--- config.mk ---
export PLATFORM = sky130hd
export DESIGN_NAME = uart_rx
export DESIGN_NICKNAME = d
export VERILOG_FILES = /design/src/rtl/uart_rx.sv
export SDC_FILE = /design/constraint.sdc
export NUM_CORES = 1
export LEC_CHECK = 0
export CAP_MARGIN = 20
export CORE_UTILIZATION = 49
export DETAILED_ROUTE_END_ITERATION = 10
export PLACE_DENSITY_LB_ADDON = 0.15
export SLEW_MARGIN = 20
export SYNTH_ARGS = -nofsm -noshare
export SYNTH_HDL_FRONTEND = slang
export SYNTH_SLANG_ARGS = --single-unit
--- constraint.sdc ---
create_clock -name clk -period 1.8 [get_ports clk]
set_input_delay 0.36 -clock clk [delete_from_list [all_inputs] [get_ports clk]]
set_output_delay 0.36 -clock clk [all_outputs]
set_load 0.05 [all_outputs]
--- src/rtl/uart_rx.sv ---
// uart_rx: 8N1 serial receiver, LSB first, oversampled by an external strobe.
// A received byte lands in a holding register with a valid/ack handshake;
// sticky framing and overrun flags are cleared by the same acknowledge.
module uart_rx #(
  parameter int OVERSAMPLE = 16
) (
  input  logic       clk,
  input  logic       nrst,
  input  logic       rx,
  input  logic       sample_edge,
  input  logic       rd_ack,
  output logic [7:0] data,
  output logic       data_valid,
  output logic       frame_err,
  output logic       overrun,
  output logic       busy
);

  localparam int TW = $clog2(OVERSAMPLE);
  localparam logic [TW-1:0] HALF_LAST = TW'(OVERSAMPLE / 2 - 1);
  localparam logic [TW-1:0] FULL_LAST = TW'(OVERSAMPLE - 1);

  typedef enum logic [2:0] {
    IDLE,
    START,
    DATA,
    STOP,
    WAIT_IDLE
  } state_e;

  logic          rx_meta_q;
  logic          rx_s_q;
  state_e        state_q, state_d;
  logic [TW-1:0] tick_q, tick_d;
  logic [2:0]    bit_idx_q, bit_idx_d;
  logic [7:0]    shift_q, shift_d;
  logic [7:0]    data_q, data_d;
  logic          valid_q, valid_d;
  logic          ferr_q, ferr_d;
  logic          ovr_q, ovr_d;
  logic          deliver;
  logic          stop_bad;

  // Two-flop synchronizer for the asynchronous serial line; idles high.
  always_ff @(posedge clk or negedge nrst) begin
    if (!nrst) begin
      rx_meta_q <= 1'b1;
      rx_s_q    <= 1'b1;
    end else begin
      rx_meta_q <= rx;
      rx_s_q    <= rx_meta_q;
    end
  end

  // State and datapath registers.
  always_ff @(posedge clk or negedge nrst) begin
    if (!nrst) begin
      state_q   <= IDLE;
      tick_q    <= '0;
      bit_idx_q <= '0;
      shift_q   <= '0;
      data_q    <= '0;
      valid_q   <= 1'b0;
      ferr_q    <= 1'b0;
      ovr_q     <= 1'b0;
    end else begin
      state_q   <= state_d;
      tick_q    <= tick_d;
      bit_idx_q <= bit_idx_d;
      shift_q   <= shift_d;
      data_q    <= data_d;
      valid_q   <= valid_d;
      ferr_q    <= ferr_d;
      ovr_q     <= ovr_d;
    end
  end

  // Frame sequencing, sampling at mid-bit, and the holding-register handshake.
  always_comb begin
    state_d   = state_q;
    tick_d    = tick_q;
    bit_idx_d = bit_idx_q;
    shift_d   = shift_q;
    data_d    = data_q;
    valid_d   = valid_q;
    ferr_d    = ferr_q;
    ovr_d     = ovr_q;
    deliver   = 1'b0;
    stop_bad  = 1'b0;

    case (state_q)
      IDLE: begin
        if (sample_edge && !rx_s_q) begin
          state_d = START;
          tick_d  = '0;
        end
      end
      START: begin
        if (sample_edge) begin
          if (tick_q == HALF_LAST) begin
            if (!rx_s_q) begin
              state_d   = DATA;
              tick_d    = '0;
              bit_idx_d = '0;
            end else begin
              state_d = IDLE;
            end
          end else begin
            tick_d = tick_q + TW'(1);
          end
        end
      end
      DATA: begin
        if (sample_edge) begin
          if (tick_q == FULL_LAST) begin
            shift_d   = {rx_s_q, shift_q[7:1]};
            tick_d    = '0;
            bit_idx_d = bit_idx_q + 3'd1;
            if (bit_idx_q == 3'd7) begin
              state_d = STOP;
            end
          end else begin
            tick_d = tick_q + TW'(1);
          end
        end
      end
      STOP: begin
        if (sample_edge) begin
          if (tick_q == FULL_LAST) begin
            tick_d = '0;
            if (rx_s_q) begin
              deliver = 1'b1;
              state_d = IDLE;
            end else begin
              stop_bad = 1'b1;
              state_d  = WAIT_IDLE;
            end
          end else begin
            tick_d = tick_q + TW'(1);
          end
        end
      end
      WAIT_IDLE: begin
        if (sample_edge && rx_s_q) begin
          state_d = IDLE;
        end
      end
      default: begin
        state_d = IDLE;
      end
    endcase

    if (rd_ack) begin
      valid_d = 1'b0;
      ferr_d  = 1'b0;
      ovr_d   = 1'b0;
    end
    if (deliver) begin
      data_d  = shift_q;
      valid_d = 1'b1;
      if (valid_q && !rd_ack) begin
        ovr_d = 1'b1;
      end
    end
    if (stop_bad) begin
      ferr_d = 1'b1;
    end
  end

  assign data       = data_q;
  assign data_valid = valid_q;
  assign frame_err  = ferr_q;
  assign overrun    = ovr_q;
  assign busy       = (state_q != IDLE);

endmodule

==> run summary, run 1 <==
The number of levels the H-tree was split into came out at 2. The number of nets with antenna violations after routing came out at 0. Of the total power, the clock network draws 24.0%. The I/O pin count came out at 17. After synthesis, flip-flops and latches occupy 53.07% of the total area.

Dividing the synthesized area by the synthesized cell count gives 12.64 sq um. The signed area change from the synthesized netlist to the final layout is 22.10%. The setup TNS came out at 0 ns.

Summing over every cut layer, the via total after detailed routing is 984. The peak fanout along the critical path is 12. The mean routed wirelength per cell is 14.11 microns.

The critical path's top delay family is simple AND/OR/NAND/NOR gates. The share of Yosys cell area claimed by the top area cell type came out at 49.49%. Counting along the longest clock path gives a buffer depth of 2. The netlist area before placement is 1466 sq um. The post-route netlist has 43.92% of its cells at a drive strength greater than 1. After detailed routing, the number of vias per cell comes to 5.497. By area the synthesized netlist is led by dfrtp_1, mux2_2, dfstp_2, ha_1, nor3_2. The tree is rooted in a clkbuf_4. Counting the buffers created by CTS gives 5.

In this run the tool buffered the top-level ports with 16 buffer cells. The first global-routing pass estimated 4.471 mm of wire. The die boundary height came out at 56.71 microns.

Sorting the synthesized cells by how often they occur yields dfrtp_1, mux2_2, nand2_1, nor2_1. The via count of the first global-routing pass came out at 993. The arrival time of the worst setup path is 1.93 ns.

The count of yosys warnings during synthesis is 0. The standard cell area after detailed placement is 1678 sq um. The total of hold buffers inserted after clock tree synthesis came out at 0. Setup violations remaining at the end of the flow were counted as 0.

At the end of routability-driven placement, the weighted congestion stood at 0.8587. The standard cell core area came out at 2805 sq um. The internal power component came out at 0.001280 W. The required time of the critical path came out at 2.02 ns. The share of the clock period used by the worst path is 95.30%.

The cell area power density came out at 1087 nW/um^2. The final reports fail on DRC. After the first detailed-routing iteration, the DRC count stood at 18.

The maximum vdd drop came out at 560.9 uV. The worst setup path is captured at a register. The total design power is 0.001947 W. The floorplan step defined a die boundary enclosing 3215 sq um. The library cell contributing the largest single delay on the critical path is dfrtp_1. Walking the worst path, the cells encountered are ha_2 > nand3_1 > nor3_2 > buf_4 > nor2_1 > mux2_4.

The post-route worst hold slack came out at 0.3611 ns. At the pin with the least slew margin, the transition time is 0.4760 ns. The floorplan step set the die width to 56.71 microns. The register bit total from synthesis is 31. The cell type with the highest aggregate area in the netlist is dfrtp_1. The initial antenna violation count came out at 0.

The post-synth net total is 124. The clock drives 31 sinks. The count of flip-flops with a built-in enable after synthesis is 0. The aggregate routed wire length is 2.526 mm. Once layout is complete, the cells apart from fillers number 179. Clock-pin slew was measured on the worst setup and hold paths at 0.09 ns. The iteration count of the initial detailed-routing pass came out at 7. Across every metal layer, demand over resource in global routing totals 18.62%. The worst hold path belongs to the class register to register.

The number of different library cells used by synthesis comes to 37. The critical path in this run is classified as register to register. The clock period minus worst slack is 1.715 ns. The final global-route overflow total is 0. The proportion of power drawn by flip-flops and latches came out at 43.6%. The worst setup path is launched from a register. The number of placement rows is 19. The final max-slew violation count is 0. The CTS tree is built. The stage delay of the slowest cell on the critical path came out at 0.39 ns. The total count of hold-check failures in the final report is 0. The number of antenna diodes in the final layout is 0.

Based on the critical path, the design can be clocked at up to 0.5830 GHz. The final design area excluding fillers came out at 1790 sq um. The minimum setup slack among reg-to-reg paths is 0.08 ns. The total net switching power is 0.0006669 W.

The clock reaches the later pin of the worst-skew pair after 0.33 ns. The leakage power came out at 0.8998 nW. Synthesis handed over a netlist of 116 instances. Of the total power, the share spent switching nets is 34.25%. After the last flow step, the layout net total stands at 155. The combinational fraction of design power came out at 32.3%. The cell count after placement is 167. Setup repair after global routing left no endpoint under its margin.

The max-capacitance violation count is 0. In the synthesized netlist the dominant register cell turns out to be dfrtp_1. The share of async-settable or async-resettable flops after synthesis came out at 100.0%. Across the routed clock network, the largest skew measured is 0.008397 ns. The largest net degree at the start of global routing is 32. The DRC violations left is 2. The most common cell in the netlist is dfrtp_1.

The run finished, with violations left. The effective utilization at floorplan came out at 52.27%. The headroom to the max-slew limit is 68.17%. The HPWL after detailed placement is 1.741 mm.

Counting both buffers and inverters, the worst setup path holds a total of 1.
worst register-to-register path, stage by stage, from the launching register on:
cell	delay, ns
dfrtp_1	0.39
ha_2	0.24
nand3_1	0.18
nor3_2	0.19
buf_4	0.22
nor2_1	0.12
mux2_4	0.27
state kept, by name (all words and copies together), names as in the netlist, 3 cells and up:
| name | flops |
|---|---|
| state_q | 3 |
| data | 8 |
| shift_q | 8 |
| bit_idx_q | 3 |
| tick_q | 4 |
layer usage:
metal | GRT usage, % | wire length, microns | vias to the layer above
li1 | - | - | 480
met1 | 24.44 | 1233 | 479
met2 | 28.74 | 1141 | 25
met3 | 7.373 | 150 | 0
met4 | 4.643 | 0 | 0
met5 | 0 | 0 | -
final cells by class:
type | count | area, sq um
clock buffers | 7 | 65.06
clock inverters | 1 | 7.507
fillers | 238 | 1015
inverters | 3 | 11.26
multi-input cells | 78 | 653.1
flip-flops and latches | 31 | 782.0
well taps | 31 | 38.79
repair buffers | 28 | 232.7
power groups by stage:
| stage | registers (W) | logic, W | clock network (W) |
|---|---|---|---|
| floorplan | 0.000817 | 0.000473 | 0 |
| global placement | 0.000875 | 0.000543 | 0 |
| detailed placement | 0.000882 | 0.000556 | 0 |
| CTS | 0.000868 | 0.000558 | 0.000492 |
| global route | 0.000865 | 0.000692 | 0.000526 |
| finish | 0.000850 | 0.000629 | 0.000468 |
path summary, 6_finish.rpt:
| kind | start | endpoint | cells past startpoint |
|---|---|---|---|
| worst max-delay path | tick_q[0]$_DFFE_PN0P_ | bit_idx_q[0]$_DFFE_PN0P_ | 6 |
| worst min-delay path | rx_meta_q$_DFF_PN1_ | rx_s_q$_DFF_PN1_ | 0 |
| worst max register to register | tick_q[0]$_DFFE_PN0P_ | bit_idx_q[0]$_DFFE_PN0P_ | 6 |
| worst min register to register | rx_meta_q$_DFF_PN1_ | rx_s_q$_DFF_PN1_ | 0 |
| max in group asynchronous | nrst | rx_meta_q$_DFF_PN1_ | 2 |
| min in group asynchronous | nrst | state_q[2]$_DFFE_PN0P_ | 2 |
repair_timing:
item / in CTS / in global routing
setup buffers: 0 / 4
resized for setup: 1 / 4
endpoints found under the setup margin: 1 / 15
metrics by stage:
step | util (%) | worst slack (ns)
4_1_cts | 62.44 | 0.002898
3_5_place_dp | 59.81 | -0.07683
3_3_place_gp | 59.81 | -0.04591
5_1_grt | 63.83 | 0.0001443
6_report | 63.83 | 0.08465
2_1_floorplan | - | 0.1047
placed cells by master, fill, tap and decap left out, drive strengths merged:
cell	count
or2b	1
ha	3
dfstp	2
or3b	1
o32a	1
o311ai	1
a21boi	1
inv	3
o32ai	1
o211ai	1
mux2	19
nand2b	2
nor3	5
nor2	6
nand4	1
buf	24
or3	1
clkinvlp	1
nor2b	1
a21o	2
nand2	6
a21oi	2
nand3b	3
o31ai	1
clkdlybuf4s50	4
and3	1
o21ai	5
and2b	1
clkbuf	7
dfrtp	29
a22o	3
and3b	1
a211o	1
or2	2
nand3	5
kinds of logic (layout without fill, tap and decap cells):
| kind of cell | after synthesis | count (layout) | synth area share (%) |
|---|---|---|---|
| multiplexers | 19 | 19 | 14.85 |
| AND/OR/NAND/NOR | 37 | 37 | 16.30 |
| buffers and inverters | 7 | 39 | 2.816 |
| AO/OA/AOI/OAI | 19 | 19 | 10.41 |
| flip-flops | 31 | 31 | 53.07 |
| adder cells (fa/ha/maj) | 3 | 3 | 2.560 |
Power figures use the tool's default switching activity.
==> inputs of run 2 (changes only) <==
--- a/config.mk
+++ b/config.mk
@@ -9,7 +9,6 @@
 export CORE_UTILIZATION = 49
 export DETAILED_ROUTE_END_ITERATION = 10
 export PLACE_DENSITY_LB_ADDON = 0.15
-export SLEW_MARGIN = 20
 export SYNTH_ARGS = -nofsm -noshare
 export SYNTH_HDL_FRONTEND = slang
 export SYNTH_SLANG_ARGS = --single-unit
==> results of run 2 <==
Same layout as run 1: the final DEF is identical, and so are final timing and power.
==> inputs of run 3 (changes only) <==
--- a/config.mk
+++ b/config.mk
@@ -8,7 +8,8 @@
 export CAP_MARGIN = 20
 export CORE_UTILIZATION = 49
 export DETAILED_ROUTE_END_ITERATION = 10
-export PLACE_DENSITY_LB_ADDON = 0.15
+export HOLD_SLACK_MARGIN = 0.1
+export PLACE_DENSITY = 0.74
 export SYNTH_ARGS = -nofsm -noshare
 export SYNTH_HDL_FRONTEND = slang
 export SYNTH_SLANG_ARGS = --single-unit
==> run 3 against run 2 <==
  * The run now ends clean
  * Hold slack better by 0.0018 ns
  * Combinational power is 6.5% lower
  * Wire length is 4.4% higher
  * Via count is 0.81% higher
  * Die area stayed put
  * Clock skew is 0.00061 ns lower
  * Critical path type is now register to output pin
  * Critical endpoint is now busy
  * Largest cell class unchanged
  * Largest power group unchanged
==> run summary, run 3 (same netlist as run 1, synthesis figures left out) <==
The I/O pin count came to 17 (unchanged). TritonCTS built the clock tree. The count of placed standard cells in the final layout, fillers left out came to 177 (-1.1%). The total count of hold-check failures in the final report is 0 (unchanged). In the layout the commonest cells are dfrtp_1, buf_4, mux2_2. The stage delay of the slowest cell on the critical path is 0.50 ns (+0.11 ns). The antenna diode count came out at 0 (unchanged). The wire length of the first global-routing pass was 4.636 mm (+3.7%). The number of post-CTS setup repair buffers is 0 (unchanged). The cell area power density came out at 1124 nW/um^2 (+3.4%). The maximum vdd drop came out at 548.6 uV (-2.2%).

The headroom to the max-slew limit came out at 74.37% (+6.2 points). The layout net count is 153 (-1.3%). The horizontal die dimension is 56.71 microns (unchanged). The per-cell via count in the routed design is 5.605 (+2.0%).

The launching element type of the critical path is a register. The number of port buffers came out at 16 (unchanged). The iteration count of the initial detailed-routing pass came out at 4 (-3). The initial detailed-routing violation count came out at 51 (+33). The total area of multi-input combinational cells came to 660.6 sq um (+1.1%). The worst-skew pair later-pin latency was 0.33 ns (about the same).

The peak fanout along the critical path came out at 10 (-2). The cell count after placement was 169 (+1.2%). The mean routed wirelength per cell is 14.90 microns (+5.6%).

The run finished with clean final reports. From synthesis to final layout, the design area changed by 21.25%. The final-layout fill cell count came out at 221 (-7.1%). The global placer's final weighted congestion is 0.9031 (+5.2%). The worst hold-check path type is register to register. The minimum setup slack among reg-to-reg paths came to 0.08 ns (about the same).

The share of the clock period used by the worst path came out at 97.43% (+2.1 points). The flip-flop and latch area came out at 780.7 sq um (-0.16%). The leakage power is 0.8997 nW (about the same). The setup TNS is 0 ns (unchanged). The critical path goes through or3_1 > buf_4. The clock period minus worst slack came out at 1.754 ns (+0.03845 ns). The total CTS buffers came out at 5 (unchanged). The initial antenna violation count is 0 (unchanged). The worst clock skew came out at 0.007789 ns (-0.0006080 ns). The clock sink count is 31 (unchanged). The final max-slew violation count is 0 (unchanged).

The overall global routing resource usage came out at 19.13% (+0.51 points). The required time of the critical path was 1.44 ns (-0.58 ns). The total setup violations reported at the end of the flow came to 0 (unchanged).

The number of placement rows is 19 (unchanged). The largest individual stage delay along the critical path comes from the cell dfrtp_2. Setup repair after global routing left no endpoint under its margin. The number of nets with antenna violations after routing is 0 (unchanged).

The fraction of layout instances using a drive strength above 1 came out at 43.15% (-0.77 points). The die boundary height came to 56.71 microns (unchanged). The tree is rooted in a clkbuf_4.

The final global-route overflow total came out at 0 (unchanged). The DRC violations left was 0 (-2). The critical path is of the register to output pin type. The via count of the first global-routing pass is 981 (-1.2%). The largest net degree at the start of global routing came out at 32 (unchanged). The arrival time of the worst setup path is 1.39 ns (-0.54 ns). STA classifies the critical path endpoint as an output pin.

The area of the die was 3215 sq um (unchanged). The clock tree buffer depth came out at 2 (unchanged). The slew at the pin with the worst max-slew slack is 0.3844 ns (-0.09166 ns). The clock transition at the registers of the reported paths came out at 0.10 ns (about the same). The top achievable clock speed came to 0.5702 GHz (-2.2%). The vias after detailed routing is 992 (+0.81%). The number of levels the H-tree was split into came out at 2 (unchanged). The max-capacitance violation count is 0 (unchanged). The standard cell core area is 2805 sq um (unchanged). The effective utilization at floorplan was 52.27% (unchanged). The aggregate routed wire length came out at 2.637 mm (+4.4%). The worst setup slack before clock tree synthesis is -0.05244 ns (+0.02439 ns). The post-route worst hold slack came out at 0.3629 ns (+0.001771 ns). The library cell used most frequently in the layout, excluding fill and tap cells, is dfrtp_1. The HPWL after detailed placement is 1.861 mm (+6.9%). The setup slack of the critical path after layout came out at 0.04620 ns (-0.03845 ns).
run 3: changes by cell type in the layout (fill, tap and decap cells not counted), sizes merged:
cell / before / now
clkinv: 0 / 2
clkbuf: 7 / 5
buf: 24 / 22
clkinvlp: 1 / 0
bufinv: 0 / 1
run 3: where the power goes:
| part | switching, W | internal, W | total, W |
|---|---|---|---|
| Clock | 0.000252 | 0.000292 | 0.000544 |
| Combinational | 0.000319 | 0.000269 | 0.000588 |
| Sequential | 0.000107 | 0.000760 | 0.000866 |
| Total | 0.000678 | 0.00132 | 0.00200 |
run 3: metrics by stage:
step / total power, W / util (%) / cell area (sq um)
finish: 0.001999 / 63.38 / 1778
detailed placement: 0.001442 / 59.90 / 1680
floorplan: 0.001290 / - / 1466
global placement: 0.001424 / 59.90 / 1680
CTS: 0.001989 / 62.85 / 1763
global route: 0.002115 / 63.38 / 1778
run 3: per-layer routing:
metal  vias to the layer above  track usage (%)  share of wire, %
met3                         5            4.839               4.2
met4                         0            6.429               1.3
met2                        29            29.25                47
met5                         -                0                 0
met1                       481            26.52                48
li1                        477                -                 -
run 3: worst max-delay path: cells and delay by family (launching register included):
kind | cells | cell delay, ns
buf+inv | 1 | 0.19
flops | 1 | 0.50
simple gates | 1 | 0.38
run 3: final timing paths:
kind	start	endpoint	cells after the start
max	state_q[2]$_DFFE_PN0P_	busy	2
min	rx_meta_q$_DFF_PN1_	rx_s_q$_DFF_PN1_	0
max reg2reg	tick_q[0]$_DFFE_PN0P_	state_q[1]$_DFFE_PN0P_	5
min reg2reg	rx_meta_q$_DFF_PN1_	rx_s_q$_DFF_PN1_	0
max in group asynchronous	nrst	rx_meta_q$_DFF_PN1_	2
min in group asynchronous	nrst	tick_q[2]$_DFFE_PN0P_	2
run 3: cell type report:
cell class	count	share of cell area, %
flip-flops and latches	31	43.91
multi-input cells	78	37.16
repair buffers	26	11.54
clock inverters	3	2.463
well taps	31	2.182
clock buffers	5	2.111
inverters	3	0.6334
run 3: what timing repair did:
action / 4_1_cts / 5_1_grt
hold buffers: 0 / 0
endpoints found under the setup margin: 1 / 5
resized for setup: 1 / 4
cloned: 0 / 0
